**config.mk**
```make
export PLATFORM = sky130hd
export DESIGN_NAME = uart_core_flat
export DESIGN_NICKNAME = d
export VERILOG_FILES = /design/src/rtl/uart_pkg.sv /design/src/rtl/uart_core_if.sv /design/src/rtl/uart_baud_gen.sv /design/src/rtl/uart_rx.sv /design/src/rtl/uart_tx.sv /design/src/rtl/uart_core.sv /design/src/flat_wrapper.sv
export SDC_FILE = /design/constraint.sdc
export NUM_CORES = 1
export LEC_CHECK = 0
export BUFFER_PORTS_ARGS = -buffer_cell sky130_fd_sc_hd__buf_2
export CORE_ASPECT_RATIO = 0.9
export CORE_MARGIN = 2
export CORE_UTILIZATION = 35
export CTS_CLUSTER_DIAMETER = 30
export DETAILED_ROUTE_END_ITERATION = 12
export PLACE_DENSITY = 0.53
export SYNTH_ARGS = -nofsm -noshare
export SYNTH_HDL_FRONTEND = slang
export SYNTH_HIERARCHICAL = 1
export SYNTH_SLANG_ARGS = --single-unit
```
**constraint.sdc**
```tcl
create_clock -name clk -period 6.4 [get_ports clk]
set_input_delay 0.64 -clock clk [delete_from_list [all_inputs] [get_ports clk]]
set_output_delay 0.64 -clock clk [all_outputs]
set_load 0.02 [all_outputs]
```
**src/rtl/uart_pkg.sv**
```systemverilog
// uart_pkg: constants and the state type shared by the UART receiver and
// transmitter.
//   OVERSAMPLE   ticks per serial bit
//   DATA_BITS    data bits per frame
//   MID_SAMPLE   ticks from the start edge to the middle of the start bit
//   uart_state_t frame phase, used by both RX and TX
package uart_pkg;

  localparam int OVERSAMPLE = 16;
  localparam int DATA_BITS  = 8;
  localparam int MID_SAMPLE = 8;

  typedef enum logic [1:0] {
    IDLE,
    START,
    DATA,
    STOP
  } uart_state_t;

endpackage

```
**src/rtl/uart_core_if.sv**
```systemverilog
// uart_core_if: register-file side of the UART.
//   tx_data   byte to send
//   tx_en     send request, level-sampled on each baud tick
//   tx_status 1 = transmitter idle and ready
//   rx_data   last good received byte
//   rx_status byte-valid flag, high for one brclk16 period
// master = register file, slave = uart_core.
interface uart_core_if;
  logic [7:0] tx_data;
  logic       tx_en;
  logic       tx_status;
  logic [7:0] rx_data;
  logic       rx_status;

  modport master (output tx_data, tx_en, input tx_status, rx_data, rx_status);
  modport slave  (input tx_data, tx_en, output tx_status, rx_data, rx_status);
endinterface

```
**src/rtl/uart_baud_gen.sv**
```systemverilog
// uart_baud_gen: 16x oversampling tick generator.
//   clk, reset   system clock, asynchronous active-low reset
//   brclk16_o    50% duty square wave, period 2*(BRCLK_HALF+1) clk
//   tick_o       one-clk pulse on the clk edge where brclk16 rises
module uart_baud_gen #(
  parameter int BRCLK_HALF = 325
) (
  input  logic clk,
  input  logic reset,
  output logic brclk16_o,
  output logic tick_o
);

  localparam int CW = (BRCLK_HALF > 0) ? $clog2(BRCLK_HALF + 1) : 1;

  logic [CW-1:0] cnt_q, cnt_d;
  logic          brclk_q, brclk_d;
  logic          wrap;

  assign wrap = (cnt_q == CW'(BRCLK_HALF));

  always_comb begin
    cnt_d   = wrap ? '0 : cnt_q + 1'b1;
    brclk_d = wrap ? ~brclk_q : brclk_q;
  end

  always_ff @(posedge clk or negedge reset) begin
    if (!reset) begin
      cnt_q   <= '0;
      brclk_q <= 1'b0;
    end else begin
      cnt_q   <= cnt_d;
      brclk_q <= brclk_d;
    end
  end

  assign brclk16_o = brclk_q;
  // The RX/TX logic runs on clk with this enable instead of on brclk16
  // itself; their registers change on exactly the edge where brclk16 rises.
  assign tick_o    = wrap & ~brclk_q;

endmodule

```
**src/rtl/uart_rx.sv**
```systemverilog
// uart_rx: 8N1 receiver, 16x oversampled.
//   clk, reset  system clock, asynchronous active-low reset
//   tick_i      baud tick enable (rising edge of brclk16)
//   rx_i        serial input, idle high, asynchronous
//   data_o      last good byte
//   valid_o     high for exactly one tick after a good stop bit
module uart_rx
  import uart_pkg::*;
(
  input  logic       clk,
  input  logic       reset,
  input  logic       tick_i,
  input  logic       rx_i,
  output logic [7:0] data_o,
  output logic       valid_o
);

  uart_state_t state_q, state_d;
  logic [3:0]  cnt_q, cnt_d;
  logic [2:0]  bit_q, bit_d;
  logic [7:0]  shift_q, shift_d;
  logic [7:0]  data_q, data_d;
  logic        valid_q, valid_d;
  logic        sync1_q, sync2_q;

  always_comb begin
    state_d = state_q;
    cnt_d   = cnt_q;
    bit_d   = bit_q;
    shift_d = shift_q;
    data_d  = data_q;
    valid_d = 1'b0;
    case (state_q)
      IDLE: begin
        if (!sync2_q) begin
          state_d = START;
          cnt_d   = '0;
        end
      end
      START: begin
        // Re-check mid start bit; a high line here was only a glitch.
        if (cnt_q == 4'(MID_SAMPLE - 1)) begin
          cnt_d   = '0;
          bit_d   = '0;
          state_d = sync2_q ? IDLE : DATA;
        end else begin
          cnt_d = cnt_q + 4'd1;
        end
      end
      DATA: begin
        if (cnt_q == 4'(OVERSAMPLE - 1)) begin
          cnt_d   = '0;
          // LSB arrives first, so shift right and insert at the top.
          shift_d = {sync2_q, shift_q[7:1]};
          bit_d   = bit_q + 3'd1;
          if (bit_q == 3'(DATA_BITS - 1)) state_d = STOP;
        end else begin
          cnt_d = cnt_q + 4'd1;
        end
      end
      STOP: begin
        if (cnt_q == 4'(OVERSAMPLE - 1)) begin
          state_d = IDLE;
          // A low stop bit is a framing error: keep the previous byte.
          if (sync2_q) begin
            data_d  = shift_q;
            valid_d = 1'b1;
          end
        end else begin
          cnt_d = cnt_q + 4'd1;
        end
      end
      default: state_d = IDLE;
    endcase
  end

  always_ff @(posedge clk or negedge reset) begin
    if (!reset) begin
      state_q <= IDLE;
      cnt_q   <= '0;
      bit_q   <= '0;
      shift_q <= '0;
      data_q  <= '0;
      valid_q <= 1'b0;
      sync1_q <= 1'b1;
      sync2_q <= 1'b1;
    end else if (tick_i) begin
      state_q <= state_d;
      cnt_q   <= cnt_d;
      bit_q   <= bit_d;
      shift_q <= shift_d;
      data_q  <= data_d;
      valid_q <= valid_d;
      sync1_q <= rx_i;
      sync2_q <= sync1_q;
    end
  end

  assign data_o  = data_q;
  assign valid_o = valid_q;

endmodule

```
**src/rtl/uart_tx.sv**
```systemverilog
// uart_tx: 8N1 transmitter, 16 ticks per bit.
//   clk, reset  system clock, asynchronous active-low reset
//   tick_i      baud tick enable (rising edge of brclk16)
//   data_i      byte to send, latched when a frame starts
//   en_i        send request, sampled on ticks while idle
//   tx_o        serial output, idle high
//   status_o    1 = idle and ready, 0 = frame in progress
module uart_tx
  import uart_pkg::*;
(
  input  logic       clk,
  input  logic       reset,
  input  logic       tick_i,
  input  logic [7:0] data_i,
  input  logic       en_i,
  output logic       tx_o,
  output logic       status_o
);

  uart_state_t state_q, state_d;
  logic [3:0]  cnt_q, cnt_d;
  logic [2:0]  bit_q, bit_d;
  logic [7:0]  shift_q, shift_d;
  logic        tx_q, tx_d;
  logic        status_q, status_d;

  always_comb begin
    state_d  = state_q;
    cnt_d    = cnt_q;
    bit_d    = bit_q;
    shift_d  = shift_q;
    tx_d     = tx_q;
    status_d = status_q;
    case (state_q)
      IDLE: begin
        if (en_i) begin
          shift_d  = data_i;
          cnt_d    = '0;
          tx_d     = 1'b0;
          status_d = 1'b0;
          state_d  = START;
        end
      end
      START: begin
        if (cnt_q == 4'(OVERSAMPLE - 1)) begin
          cnt_d   = '0;
          bit_d   = '0;
          tx_d    = shift_q[0];
          state_d = DATA;
        end else begin
          cnt_d = cnt_q + 4'd1;
        end
      end
      DATA: begin
        if (cnt_q == 4'(OVERSAMPLE - 1)) begin
          cnt_d = '0;
          if (bit_q == 3'(DATA_BITS - 1)) begin
            tx_d    = 1'b1;
            state_d = STOP;
          end else begin
            bit_d   = bit_q + 3'd1;
            shift_d = {1'b0, shift_q[7:1]};
            // Next bit on the line is the one about to reach position 0.
            tx_d    = shift_q[1];
          end
        end else begin
          cnt_d = cnt_q + 4'd1;
        end
      end
      STOP: begin
        if (cnt_q == 4'(OVERSAMPLE - 1)) begin
          status_d = 1'b1;
          state_d  = IDLE;
        end else begin
          cnt_d = cnt_q + 4'd1;
        end
      end
      default: state_d = IDLE;
    endcase
  end

  always_ff @(posedge clk or negedge reset) begin
    if (!reset) begin
      state_q  <= IDLE;
      cnt_q    <= '0;
      bit_q    <= '0;
      shift_q  <= '0;
      tx_q     <= 1'b1;
      status_q <= 1'b1;
    end else if (tick_i) begin
      state_q  <= state_d;
      cnt_q    <= cnt_d;
      bit_q    <= bit_d;
      shift_q  <= shift_d;
      tx_q     <= tx_d;
      status_q <= status_d;
    end
  end

  assign tx_o     = tx_q;
  assign status_o = status_q;

endmodule

```
**src/rtl/uart_core.sv**
```systemverilog
// uart_core: UART engine for the memory-mapped peripheral block.
//   clk, reset  system clock, asynchronous active-low reset
//   rx          serial in (idle high, asynchronous)
//   tx          serial out (idle high)
//   brclk16     16x oversampling tick clock, exported for observation
//   bus         register-file side (tx_data/tx_en/tx_status/rx_data/rx_status)
// RX and TX are independent and share only the baud tick.
module uart_core #(
  parameter int BRCLK_HALF = 325
) (
  input  logic        clk,
  input  logic        reset,
  input  logic        rx,
  output logic        tx,
  output logic        brclk16,
  uart_core_if.slave  bus
);

  logic tick;

  uart_baud_gen #(.BRCLK_HALF(BRCLK_HALF)) u_baud (
    .clk       (clk),
    .reset     (reset),
    .brclk16_o (brclk16),
    .tick_o    (tick)
  );

  uart_rx u_rx (
    .clk     (clk),
    .reset   (reset),
    .tick_i  (tick),
    .rx_i    (rx),
    .data_o  (bus.rx_data),
    .valid_o (bus.rx_status)
  );

  uart_tx u_tx (
    .clk      (clk),
    .reset    (reset),
    .tick_i   (tick),
    .data_i   (bus.tx_data),
    .en_i     (bus.tx_en),
    .tx_o     (tx),
    .status_o (bus.tx_status)
  );

endmodule

```
**src/flat_wrapper.sv**
```systemverilog
// flat-port wrapper written by rule: the top's interface ports become plain ports
module uart_core_flat 
#(
  parameter int BRCLK_HALF = 325
)
  (clk, reset, rx, tx, brclk16, bus_tx_data, bus_tx_en, bus_tx_status, bus_rx_data, bus_rx_status);
  uart_core_if bus_i ();
  input  logic clk;
  input  logic reset;
  input  logic rx;
  output logic tx;
  output logic brclk16;
  input wire logic [$bits(bus_i.tx_data)-1:0] bus_tx_data;
  input wire logic [$bits(bus_i.tx_en)-1:0] bus_tx_en;
  output wire logic [$bits(bus_i.tx_status)-1:0] bus_tx_status;
  output wire logic [$bits(bus_i.rx_data)-1:0] bus_rx_data;
  output wire logic [$bits(bus_i.rx_status)-1:0] bus_rx_status;
  assign bus_i.tx_data = bus_tx_data;
  assign bus_i.tx_en = bus_tx_en;
  assign bus_tx_status = bus_i.tx_status;
  assign bus_rx_data = bus_i.rx_data;
  assign bus_rx_status = bus_i.rx_status;
  uart_core #(.BRCLK_HALF(BRCLK_HALF)) u_core (.clk(clk), .reset(reset), .rx(rx), .tx(tx), .brclk16(brclk16), .bus(bus_i));
endmodule
```
==> impl_metrics.tcl <==
set metrics [dict create \
    finalSetupViolations 0 \
    clock_power_share_pct 47.9 \
    fraction_of_the_mapped_netlist_area_in_adder_cells_pct 5.50 \
    r2r-end "u_core/u_tx/shift_q[4]" \
    worst_setup_path_end_kind "flip-flop" \
    multiInputGateArea_um2 1410 \
    cts_buffers 9 \
    die_y_extent_um 91.2 \
    slew_viol_final 0 \
    grt_overflow_total 0 \
    hold_violations 0 \
    syn_avg_cell_area_um2 11.2 \
    critPathMaxStageDelay_ns 0.93 \
    ant_nets 0 \
    yosys_warnings 6 \
    cts.path.max_buffers 2 \
    wire_length_of_the_first_global_routing_pass_um 9800 \
    viasPerCell 5.17 \
    setup_tns_ns 0 \
    avgRoutedWirePerCell_um 14.0 \
    design.final.nets 311 \
    portBuffers 23 \
    synth-compound-area-share_pct 15.4 \
    holdCritPathClass "in2async" \
    synth_largest_type_area_fraction_pct 44.9 \
    drt_first_pass_iters 4 \
    number_of_levels_in_the_clock_h_tree 3 \
    tritoncts "yes" \
    totalPowerFinal_mw 0.712 \
    rr_startpoint "u_core/u_baud/cnt_q[1]" \
    clock_insertion_delay_worst_skew_ns 0.34 \
    regArea_um2 1430 \
    synthesis_to_layout_area_growth_pct 12.5 \
    synth-seq-area-share_pct 48.4 \
    overall_track_demand_over_capacity_in_global_routing_pct 13.6 \
    timing.fmax_ghz 0.331 \
    fin_worst_hold_slack_ns 0.426 \
    rsz_0062_raised_after_global_routing "no" \
    power.switching_fraction_pct 23.4 \
    clock-sinks 57 \
    initial_utilization_pct 36.5 \
    p_leak_nw 1.53 \
    timing.max_slew.rel_slack_pct 30.2 \
    antenna_cells_inserted 0 \
    worst_r2r_path_depth 9 \
    gp_routability_congestion 0.777 \
    clock_skew_ns 0.00894 \
    cpLargestDelayFamily "simple AND/OR/NAND/NOR gates" \
    net-switching-power_mw 0.167 \
    vdd_drop_max_uv 127 \
    post_synth_and_or_nand_nor_area_fraction_pct 15.6 \
    synth-xor-area-share_pct 2.07 \
    setup.worst_path.class "reg2reg" \
    run_status "completed" \
    critical_path_data_required_time_ns 6.59 \
    rows 31 \
    detail_route.iter0.violations 48 \
    post-route-drc-count 0 \
    p_per_area_nw_per_um2 214 \
    cp_slowest_cell "sky130_fd_sc_hd__nor2b_2" \
    start_kind "flip-flop" \
    postSynth.asyncResetShare_pct 100 \
    filler_cell_count 791 \
    synth_top_flop_cell "sky130_fd_sc_hd__dfrtp_1" \
    synthTopCellsByCount "sky130_fd_sc_hd__dfrtp_1 (53), sky130_fd_sc_hd__mux2_2 (19), sky130_fd_sc_hd__nand2_1 (18)" \
    flop2flop_setup_slack_ns 3.38 \
    cell_internal_pwr_mw 0.545 \
    synth_enable_flop_cells 0 \
    synth_fp_nets 289 \
    drv.max_cap_violation_count 0 \
    synth_cell_type_count 59 \
    postSynthCellCount 264 \
    placed_cells_incl_taps 374 \
    maximum_number_of_pins_on_one_net_before_global_route_repair 58 \
    fraction_of_layout_instances_using_a_drive_strength_above_1_pct 27.5 \
    die_width_um 101 \
    synth.cell_area_um2 2960 \
    die_area_um2 9200 \
    path_cells "inv_1, ha_1, nand2_1, nor4_4, nor2b_2, nand3_1, or2_1, o22ai_1, a21oi_1" \
    grt_antenna_before_repair 0 \
    worst-slew-pin-transition_ns 1.04 \
    synth-seq-cells 57 \
    pwr-share-comb_pct 1.6 \
    wirelength_um 5480 \
    root_cell_of_the_clock_tree "sky130_fd_sc_hd__clkbuf_8" \
    fp.coreArea_um2 8110 \
    critical_path_buf_inv_count 1 \
    synth_top_family_by_area "simple AND/OR/NAND/NOR gates" \
    clk_pin_slew_worst_paths_ns 0.07 \
    reg_power_share_pct 50.6 \
    post_cts_buffers 0 \
    ios 24 \
    min_tclk_post_route_ns 3.02 \
    number_of_global_route_vias_before_repair 2007 \
    final_cells 390 \
    hold_buffers 0 \
    most_numerous_cell_in_the_yosys_netlist "sky130_fd_sc_hd__dfrtp_1" \
    postCtsResizedCells 0 \
    post_synth_main_area_contributors "sky130_fd_sc_hd__dfrtp_1 (45%), sky130_fd_sc_hd__mux2_2 (7.2%), sky130_fd_sc_hd__ha_1 (5.5%)" \
    arrival_ns 3.21 \
    detailed_place_hpwl_um 3700 \
    cp_max_fo 23 \
    vias_after_detailed_routing 2018 \
    muxShareOfSynthArea_pct 9.14 \
    synthDominantAreaCellType "sky130_fd_sc_hd__dfrtp_1" \
    period_share_pct 47.2 \
]
[cell usage in the layout (no fill, tap or decap), drive strengths merged, types with 4 or more instances in the layout]
master  instances
clkbuf          9
nand2          18
nor2           10
o22ai          15
dfstp           4
dfrtp          53
o21ai          16
inv            10
buf            24
mux2           21
ha             13
xnor2           4
nand3          11
nor2b           4
nand4           5
a21boi          4
a21oi          16
[worst max-delay path by stage]
| stage | startpoint | endpoint | slack, ns | cells past startpoint |
|---|---|---|---|---|
| floorplan | u_core/u_baud/cnt_q[1] | u_core/u_tx/shift_q[0] | 3.93 | 11 |
| global placement | u_core/u_baud/cnt_q[1] | u_core/u_tx/shift_q[0] | 3.46 | 9 |
| detailed placement | u_core/u_baud/cnt_q[1] | u_core/u_tx/shift_q[2] | 3.42 | 9 |
| CTS | u_core/u_baud/cnt_q[1] | u_core/u_tx/shift_q[2] | 3.40 | 9 |
| global route | u_core/u_baud/cnt_q[1] | u_core/u_tx/shift_q[3] | 3.03 | 9 |
| finish | u_core/u_baud/cnt_q[1] | u_core/u_tx/shift_q[4] | 3.38 | 9 |
[metal layers]
metal	wire, um	share of wire, %	global-route usage, %	vias up
met5	0	0	0	-
met4	102	1.9	5.48	0
met3	202	3.7	4.16	8
met2	2360	43	19.2	34
met1	2810	51	19.4	969
li1	-	-	-	1007
[cell families after synthesis]
logic type	Yosys count
buffers and inverters	22
multiplexers	24
adder cells (fa/ha/maj)	13
flip-flops	57
XOR/XNOR	7
AND/OR/NAND/NOR	74
AO/OA/AOI/OAI	67
[sequential cells by signal, summed over array words and instances, names as in the netlist, named ones only]
signal / count
u_core/u_baud/brclk16_o: 1
u_core/u_baud/cnt_q: 9
u_core/u_rx/bit_q: 3
u_core/u_rx/cnt_q: 4
u_core/u_rx/data_o: 8
u_core/u_rx/shift_q: 8
u_core/u_rx/state_q: 1
u_core/u_rx/sync1_q: 1
u_core/u_rx/sync2_q: 1
u_core/u_rx/valid_o: 1
u_core/u_tx/bit_q: 3
u_core/u_tx/cnt_q: 4
u_core/u_tx/shift_q: 8
u_core/u_tx/state_q: 2
u_core/u_tx/status_o: 1
u_core/u_tx/tx_o: 1
[cell type report]
type                            instances  area share, %
Sequential cell                        57           43.0
Multi-Input combinational cell        185           42.5
Clock buffer                            9           3.72
Tap cell                               99           3.72
Timing Repair Buffer                   24           3.69
Clock inverter                          7           2.37
Inverter                                9           1.02
[power by group through the flow]
stage / registers [mW] / logic, mW / clock network [mW]
6_report: 0.360 / 0.0111 / 0.341
5_1_grt: 0.360 / 0.0133 / 0.367
4_1_cts: 0.360 / 0.0120 / 0.357
3_5_place_dp: 0.367 / 0.0120 / 0
3_3_place_gp: 0.367 / 0.0120 / 0
2_1_floorplan: 0.367 / 0.000354 / 0
[metrics by stage]
| step | worst slack (ns) | util [%] | area (um^2) |
|---|---|---|---|
| after floorplan | 3.93 | - | 2960 |
| after global placement | 3.46 | 38.5 | 3120 |
| after detailed placement | 3.42 | 38.5 | 3120 |
| after CTS | 3.40 | 41.0 | 3330 |
| after global routing | 3.03 | 41.0 | 3330 |
| final | 3.38 | 41.0 | 3330 |
Note: power is estimated with default switching activity, not from simulation.
